===== config.mk =====
export PLATFORM = sky130hd
export DESIGN_NAME = sat_counter
export DESIGN_NICKNAME = d
export VERILOG_FILES = /design/src/rtl/sat_counter.sv
export SDC_FILE = /design/constraint.sdc
export NUM_CORES = 1
export LEC_CHECK = 0
export ABC_AREA = 1
export CAP_MARGIN = 20
export CORE_AREA = 2 2 39 41
export CTS_CLUSTER_DIAMETER = 40
export DETAILED_ROUTE_END_ITERATION = 7
export DIE_AREA = 0 0 41 43
export PLACE_DENSITY_LB_ADDON = 0.25
export SKIP_LAST_GASP = 1
export SYNTH_ARGS = -nofsm -noshare
export SYNTH_HDL_FRONTEND = slang
export SYNTH_SLANG_ARGS = --single-unit
export TNS_END_PERCENT = 100

===== constraint.sdc =====
create_clock -name clk_i -period 2.64 [get_ports clk_i]
set_clock_uncertainty 0.15 [all_clocks]
set_input_delay 0.264 -clock clk_i [delete_from_list [all_inputs] [get_ports clk_i]]
set_output_delay 0.264 -clock clk_i [all_outputs]
set_load 0.02 [all_outputs]

===== src/rtl/sat_counter.sv =====
// Saturating up-counter with synchronous clear; holds at MAX once reached.
module sat_counter #(
    parameter int               WIDTH = 8,
    parameter logic [WIDTH-1:0] MAX   = '1
) (
    input  logic             clk_i,
    input  logic             rst_n_i,
    input  logic             clr_i,
    input  logic             inc_i,
    output logic [WIDTH-1:0] cnt_o
);

    logic [WIDTH-1:0] cnt_q;

    // Count up on inc, stop at MAX, synchronous clear has priority.
    always_ff @(posedge clk_i or negedge rst_n_i) begin
        if (!rst_n_i) begin
            cnt_q <= '0;
        end else if (clr_i) begin
            cnt_q <= '0;
        end else if (inc_i && (cnt_q != MAX)) begin
            cnt_q <= cnt_q + WIDTH'(1);
        end else begin
            cnt_q <= cnt_q;
        end
    end

    assign cnt_o = cnt_q;

endmodule


======== After elaboration in Yosys (flattened, before gate mapping) ========
Index checks and enable logic that the tools add are counted.
word-level totals
  bits of input ports ..................... 4
  word-level logic and storage cells ...... 7
  register bits after elaboration ......... 8
  output and inout port bits .............. 8
operators by class
  equal/unequal tests ..................... 1
  add/sub/neg operators ................... 1
  reduce and logical (&&, ||, !) cells .... 2
  muxes and demuxes ....................... 2
operator list
  cell                                                            count
  8-bit two-way mux                                               2
  8-bit by 1-bit adder with 8-bit output (second input constant)  1
  8-bit inequality test (second input constant)                   1
  2-bit nonzero test                                              1
  1-bit logical AND                                               1

======== Logic depth before layout (Yosys ltp) ========
Gate-level depths: netlist of the first run.
  depth after elaboration ................. 4
  mapped depth ............................ 9
  mapped depth without buffers ............ 9

======== Worst setup path before layout of the first run ========
No wires, ideal clock.
  path type ............................... register to register
  start ................................... register cnt_q[0] (netlist: cnt_o[0])
  end ..................................... register cnt_q[7] (netlist: cnt_o[7])
  required time ........................... 2.377 ns
  data arrival time ....................... 1.250 ns
  buffers on the path ..................... 0
  library setup time ...................... 0.113 ns
  period minus slack after synthesis ...... 1.513 ns
  slack ................................... 1.127 ns
  stages on the path, launching flop included .. 8
  cells stage by stage .................... dfrtp_1 > ha_1 > nand2_2 > nor2_2 > a21oi_1 > nand3_1 > nand2_1 > inv_1
on the way
  longest elaborated chain between the ends .. 3
  elaborated cells between the ends (all ways) .. 6
  classes of those cells .................. add/sub: 1; eq/ne: 1; mux: 2; reduce/logical: 2
ends and longest elaborated chain
  what                                                                             RTL line  RTL
  start: declaration                                                               13        logic [WIDTH-1:0] cnt_q;
  start signal: assignment                                                         22        cnt_q <= cnt_q + WIDTH'(1);
  start signal: assignment                                                         24        cnt_q <= cnt_q;
  8-bit by 1-bit adder with 8-bit output or 8-bit inequality test (tied branches)  22, 21
  8-bit two-way mux or 1-bit logical AND (tied branches)                           21        end else if (inc_i && (cnt_q != MAX)) begin
  8-bit two-way mux or 2-bit nonzero test (tied branches)                          --
Several ways; a longest one is shown, not always the timed one. The select of a mux whose other input is x is not followed.
A chain may end at the register's enable or synchronous reset.

======== Final worst setup path of the first run ========
  start ................................... register cnt_q[5] (netlist: cnt_o[5])
  end ..................................... output cnt_o[5]
RTL lines
  what              RTL line  RTL
  end: declaration  10        output logic [WIDTH-1:0] cnt_o
No word-level cell between the ends.

==> run metrics, run 1 <==
Die Width=41 um; clk_lat worst skew=0.26 ns; share of post-route cells with drive strength above 1=11.36%; CTS Sinks=8; setup violators final=0; CP max stage delay=0.64 ns; NetSw=0.08053 mW; initial antenna violation count=0; Buf/Inv on CP=1; Setup CP Type=flip-flop to output pin; most frequent cells in the layout=25 x nand2_1, 11 x clkdlybuf4s50_1, 10 x inv_1, 9 x nand3_1, 8 x dfrtp_1; max cap viols=0; CTS Hold Bufs=0; buffer depth of the longest clock path=2; WP data required=2.23 ns; VDD IR max=280.4 uV; initial DRC count=18; CTS tree=done; RSZ-0062 raised after global routing=no; post-route cell area=664.4 um2; Seq/Total Area, Yosys=39.12%; max reg flops=8; Slew HR=73.54%; TritonCTS buffer count=3; FP Rows=14; most common cell after layout, fill and taps aside=nand2_1; Detail Route Antenna Nets=0; # Post-CTS Setup Buffers=0; global-route wire length before repair=1876 um; status=finished clean; register share of total power=48.1%; DRC viols=0; Hold Crit Class=input pin to asynchronous set/reset pin; Reg area=200.2 um2; Root Driver=clkbuf_4; setup TNS=0 ns; core area=1384 um2; clock network fraction of design power=35.0%; slew at the pin closest to its max-slew limit=0.3957 ns; CP endpoint kind=output pin; Tmin final=1.766 ns; Setup WS pre-CTS=0.9876 ns; GP Congestion=0.8890; Gate power share=16.9%; vias=504; PwrDens=424.2 nW/um2; critical-path cell list=clkdlybuf4s50_1; post-synthesis register bit count=8; vias per inst=4.846; drt pass-1 iters=4; Syn Nets=79; # fillers=156; Synth Warn #=0; WL final=1139 um; critical path's top delay family=buffers and inverters; Final Hold Viols=0; gr ovfl total=0; Setup WS post-layout=0.8737 ns; Resized cells post-CTS=0; post-synthesis cell area=511.7 um2; wire per inst=10.95 um; crit path max-delay cell type=clkdlybuf4s50_1; Die H=43 um; top-area cell type share of the netlist area=39.12%; largest cells by area after synthesis=dfrtp_1 39%, nand2_1 18%, nand3_1 8.8%; placed cells=101; Setup crit start kind=flip-flop; area of the multi-input gates=265.3 um2; cells after synthesis=74; Static Leak=0.3139 nW; antenna cells=0; Area Growth Syn to Fin=29.83%; IO Port Bufs=11; WP data arrival=1.35 ns; Unique masters post-synth=15; # nets final=95; mean post-synth cell area=6.915 um2; CP Max Fanout=7; Switching Share=28.57%; final count of pins violating max slew=0; Yosys top cell by area=dfrtp_1; Post-DP HPWL=859.3 um; number of top-level pins=12; Clock transition at path regs=0.06 ns; placed inst area=641.9 um2; Non-Filler Instances=104; cell internal pwr=0.2013 mW; number of global-route vias before repair=442; H-tree levels=1; Die Area=1763 um2; pin count of the biggest net entering global routing=9; Tot GR Track Use=16.26%; Final period util=66.91%; Max Clk Rate=566.1 MHz; initial cell density of the core=36.98%
-- metal layers --
metal | vias to the layer above | global-route usage, % | routed length [um]
met4 | 0 | 10.00 | 19
met3 | 2 | 4.712 | 65
li1 | 264 | - | -
met5 | - | 0 | 0
met2 | 13 | 21.25 | 493
met1 | 225 | 22.62 | 561
-- through the flow --
stage | utilization [%] | power, mW | hold WS (ns)
final | 48.01 | 0.2818 | 0.1444
after CTS | 48.01 | 0.2863 | 0.1588
after detailed placement | 46.38 | 0.1857 | 0.3859
after global routing | 48.01 | 0.2969 | 0.1574
after global placement | 46.38 | 0.1862 | 0.3781
after floorplan | - | 0.1613 | -0.1816
-- cell type report --
cell class	instances	share of cell area [%]
Clock buffer	3	3.390
Inverter	11	6.968
Multi-Input combinational cell	55	39.92
Sequential cell	8	30.13
Tap cell	16	3.013
Timing Repair Buffer	11	16.57
-- cells in the mapped netlist --
master and n:
nand2_1 25, inv_1 10, nand3_1 9, dfrtp_1 8, nor2_1 5, a21oi_1 4, nand2_2 2, nor2_2 2
nor3_1 2, o21bai_1 2, a21oi_2 1, clkinv_4 1, ha_1 1, nand2_4 1, o21ai_1 1
-- path summary, 6_finish.rpt --
kind                            depth (start not counted)  slack, ns      from       end
worst min register to register                          2       0.40  cnt_o[6]  cnt_o[6]
worst max-delay path                                    1       0.87  cnt_o[5]  cnt_o[5]
max in group asynchronous                               1       1.92   rst_n_i  cnt_o[2]
worst max register to register                          7       1.08  cnt_o[0]  cnt_o[7]
worst min-delay path                                    1       0.14   rst_n_i  cnt_o[7]
min in group clk_i                                      2       0.40  cnt_o[6]  cnt_o[6]
-- cells by family after synthesis --
| group | after synthesis | share of synthesized area, % |
|---|---|---|
| AO/OA/AOI/OAI | 8 | 9.534 |
| flip-flops | 8 | 39.12 |
| buffers and inverters | 11 | 9.048 |
| adder cells (fa/ha/maj) | 1 | 2.445 |
| AND/OR/NAND/NOR | 46 | 39.85 |
-- power by group through the flow --
stage | Sequential [mW] | Combinational [mW] | Clock, mW
5_1_grt | 0.137 | 0.0517 | 0.108
6_report | 0.135 | 0.0476 | 0.0987
3_3_place_gp | 0.138 | 0.0486 | 0
3_5_place_dp | 0.138 | 0.0481 | 0
4_1_cts | 0.136 | 0.0483 | 0.103
2_1_floorplan | 0.143 | 0.0184 | 0
(Power assumes the default switching activity.)
==> inputs of run 2 (changes only) <==
==> constraint.sdc (replaced) <==
create_clock -name clk_i -period 1.6 [get_ports clk_i]
set_clock_uncertainty 0.15 [all_clocks]
set_input_delay 0.16 -clock clk_i [delete_from_list [all_inputs] [get_ports clk_i]]
set_output_delay 0.16 -clock clk_i [all_outputs]
set_load 0.02 [all_outputs]
==> run 2 against run 1 <==
  * Largest power group unchanged
  * Sequential share of layout area down 1.1 points
  * Critical path depth rose by 8
  * Sequential power grew 66%
==> run metrics, run 2 (same netlist as run 1, synthesis figures left out) <==
buffer depth of the longest clock path=2 (unchanged); max reg flops=8 (unchanged); initial DRC count=14 (was 18); slew at the pin closest to its max-slew limit=0.3826 ns (was 0.3957 ns); max cap viols=0 (unchanged); share of post-route cells with drive strength above 1=14.61% (was 11.36%); CP endpoint kind=flip-flop (was output pin); setup TNS=0 ns (unchanged); number of global-route vias before repair=472 (was 442); FP Rows=14 (unchanged); GP Congestion=0.8320 (was 0.8890); hold_ws=0.03509 ns (was 0.1444 ns); TritonCTS buffer count=3 (unchanged); clk_lat worst skew=0.26 ns (about the same); Setup WS pre-CTS=0.06276 ns (was 0.9876 ns); vias=519 (was 504); H-tree levels=1 (unchanged); Clock transition at path regs=0.05 ns (was 0.06 ns); pin count of the biggest net entering global routing=9 (unchanged); Post-DP HPWL=866.7 um (was 859.3 um); Die Area=1763 um2 (unchanged); drt pass-1 iters=4 (unchanged); Hold Crit Class=input pin to asynchronous set/reset pin (unchanged); WL final=1222 um (was 1139 um); Non-Filler Instances=105 (was 104); CTS Hold Bufs=0 (unchanged); VDD IR max=342.3 uV (was 280.4 uV); Reg area=200.2 um2 (unchanged); Setup WS post-layout=0.1239 ns (was 0.8737 ns); Static Leak=0.4012 nW (was 0.3139 nW); Tmin final=1.476 ns; DRC viols=0 (unchanged); gr ovfl total=0 (unchanged); Slew HR=74.41% (was 73.54%); Setup CP Type=flip-flop to flip-flop (was flip-flop to output pin); Detail Route Antenna Nets=0 (unchanged); Area Growth Syn to Fin=34.72% (was 29.83%); Root Driver=clkbuf_4 (unchanged); CTS Sinks=8 (unchanged); setup violators final=0 (unchanged); initial cell density of the core=36.98% (unchanged); # nets final=96 (was 95); Final period util=92.25%; CTS tree=done (unchanged); antenna cells=0 (unchanged); area of the multi-input gates=281.5 um2 (was 265.3 um2); status=finished clean (unchanged); WP data arrival=1.48 ns (was 1.35 ns); Max Clk Rate=677.5 MHz; CP Max Fanout=6 (was 7); initial antenna violation count=0 (unchanged); final count of pins violating max slew=0 (unchanged); WP data required=1.60 ns (was 2.23 ns); # fillers=156 (unchanged); Tot GR Track Use=18.50% (was 16.26%); vias per inst=4.943 (was 4.846); most frequent cells in the layout=25 x nand2_1, 10 x inv_1, 9 x nand3_1, 8 x dfrtp_1 (was 25 x nand2_1, 11 x clkdlybuf4s50_1, 10 x inv_1, 9 x nand3_1, 8 x dfrtp_1); most common cell after layout, fill and taps aside=nand2_1 (unchanged); IO Port Bufs=11 (unchanged); Die H=43 um (unchanged); PwrDens=669.1 nW/um2 (was 424.2 nW/um2); Setup crit start kind=flip-flop (unchanged); Final Hold Viols=0 (unchanged); Die Width=41 um (unchanged); global-route wire length before repair=2132 um (was 1876 um); core area=1384 um2 (unchanged); placed cells=102 (was 101); number of top-level pins=12 (unchanged); RSZ-0062 raised after global routing=no (unchanged); wire per inst=11.64 um (was 10.95 um)
[run 2: cell count changes in the layout (fill, tap and decap cells not counted), sizes merged]
cell,previous run,this run
dlymetal6s2s,0,3
dlygate4sd2,0,5
buf,0,1
clkdlybuf4s50,11,3
[run 2: where the power goes]
group / internal (mW) / total [mW] / switching [mW]
logic: 0.0326 / 0.0778 / 0.0452
clock network: 0.0862 / 0.160 / 0.0737
registers: 0.211 / 0.224 / 0.0124
[run 2: worst paths after layout]
path | from | end | slack [ns] | cells past startpoint
min | rst_n_i | cnt_o[0] | 0.04 | 1
max reg2reg | cnt_o[1] | cnt_o[3] | 0.12 | 9
min in group clk_i | cnt_o[6] | cnt_o[6] | 0.40 | 2
max in group asynchronous | rst_n_i | cnt_o[6] | 0.99 | 1
min reg2reg | cnt_o[6] | cnt_o[6] | 0.40 | 2
max | cnt_o[1] | cnt_o[3] | 0.12 | 9
[run 2: worst max-delay path, cell delays in order (launching register included)]
cell,delay [ns]
dfrtp_1,0.41
ha_2,0.23
nand2_4,0.10
nor2_4,0.04
nand2_1,0.07
nand2_2,0.06
nand2_4,0.11
clkinv_4,0.08
nand2_1,0.06
nand2_1,0.05
[run 2: cell type report]
cell class | count | share of cell area, %
Timing Repair Buffer | 12 | 17.24
Tap cell | 16 | 2.904
Sequential cell | 8 | 29.04
Inverter | 11 | 6.715
Multi-Input combinational cell | 55 | 40.83
Clock buffer | 3 | 3.267
[run 2: per-stage QoR]
stage | total power [mW] | util [%] | cell area (um2)
CTS | 0.4669 | 48.10 | 665.6
detailed placement | 0.3080 | 46.93 | 649.4
global placement | 0.3080 | 46.93 | 649.4
floorplan | 0.2661 | - | 511.7
finish | 0.4613 | 49.82 | 689.4
global route | 0.4935 | 49.82 | 689.4
[run 2: repair_timing]
action / CTS / global route
gates resized for setup: 5 / 7
hold endpoints to repair: 0 / 0
cloned: 0 / 0
endpoints found under the setup margin: 5 / 10
pin swaps: 0 / 1
buffers inserted: 0 / 0
[run 2: layer usage]
layer / share of wire [%] / vias up / track usage [%]
met3: 7.2 / 5 / 6.283
met2: 45 / 16 / 23.75
met5: 0 / - / 0
met4: 2.9 / 0 / 10.00
li1: - / 264 / -
met1: 44 / 234 / 26.32
==> inputs of run 3 (changes only) <==
--- a/config.mk
+++ b/config.mk
@@ -11,6 +11,7 @@
 export CTS_CLUSTER_DIAMETER = 40
 export DETAILED_ROUTE_END_ITERATION = 7
 export DIE_AREA = 0 0 41 43
+export HOLD_SLACK_MARGIN = 0.05
 export PLACE_DENSITY_LB_ADDON = 0.25
 export SKIP_LAST_GASP = 1
 export SYNTH_ARGS = -nofsm -noshare
==> results of run 3 <==
The final DEF is identical to that of run 2; final timing and power are the same.
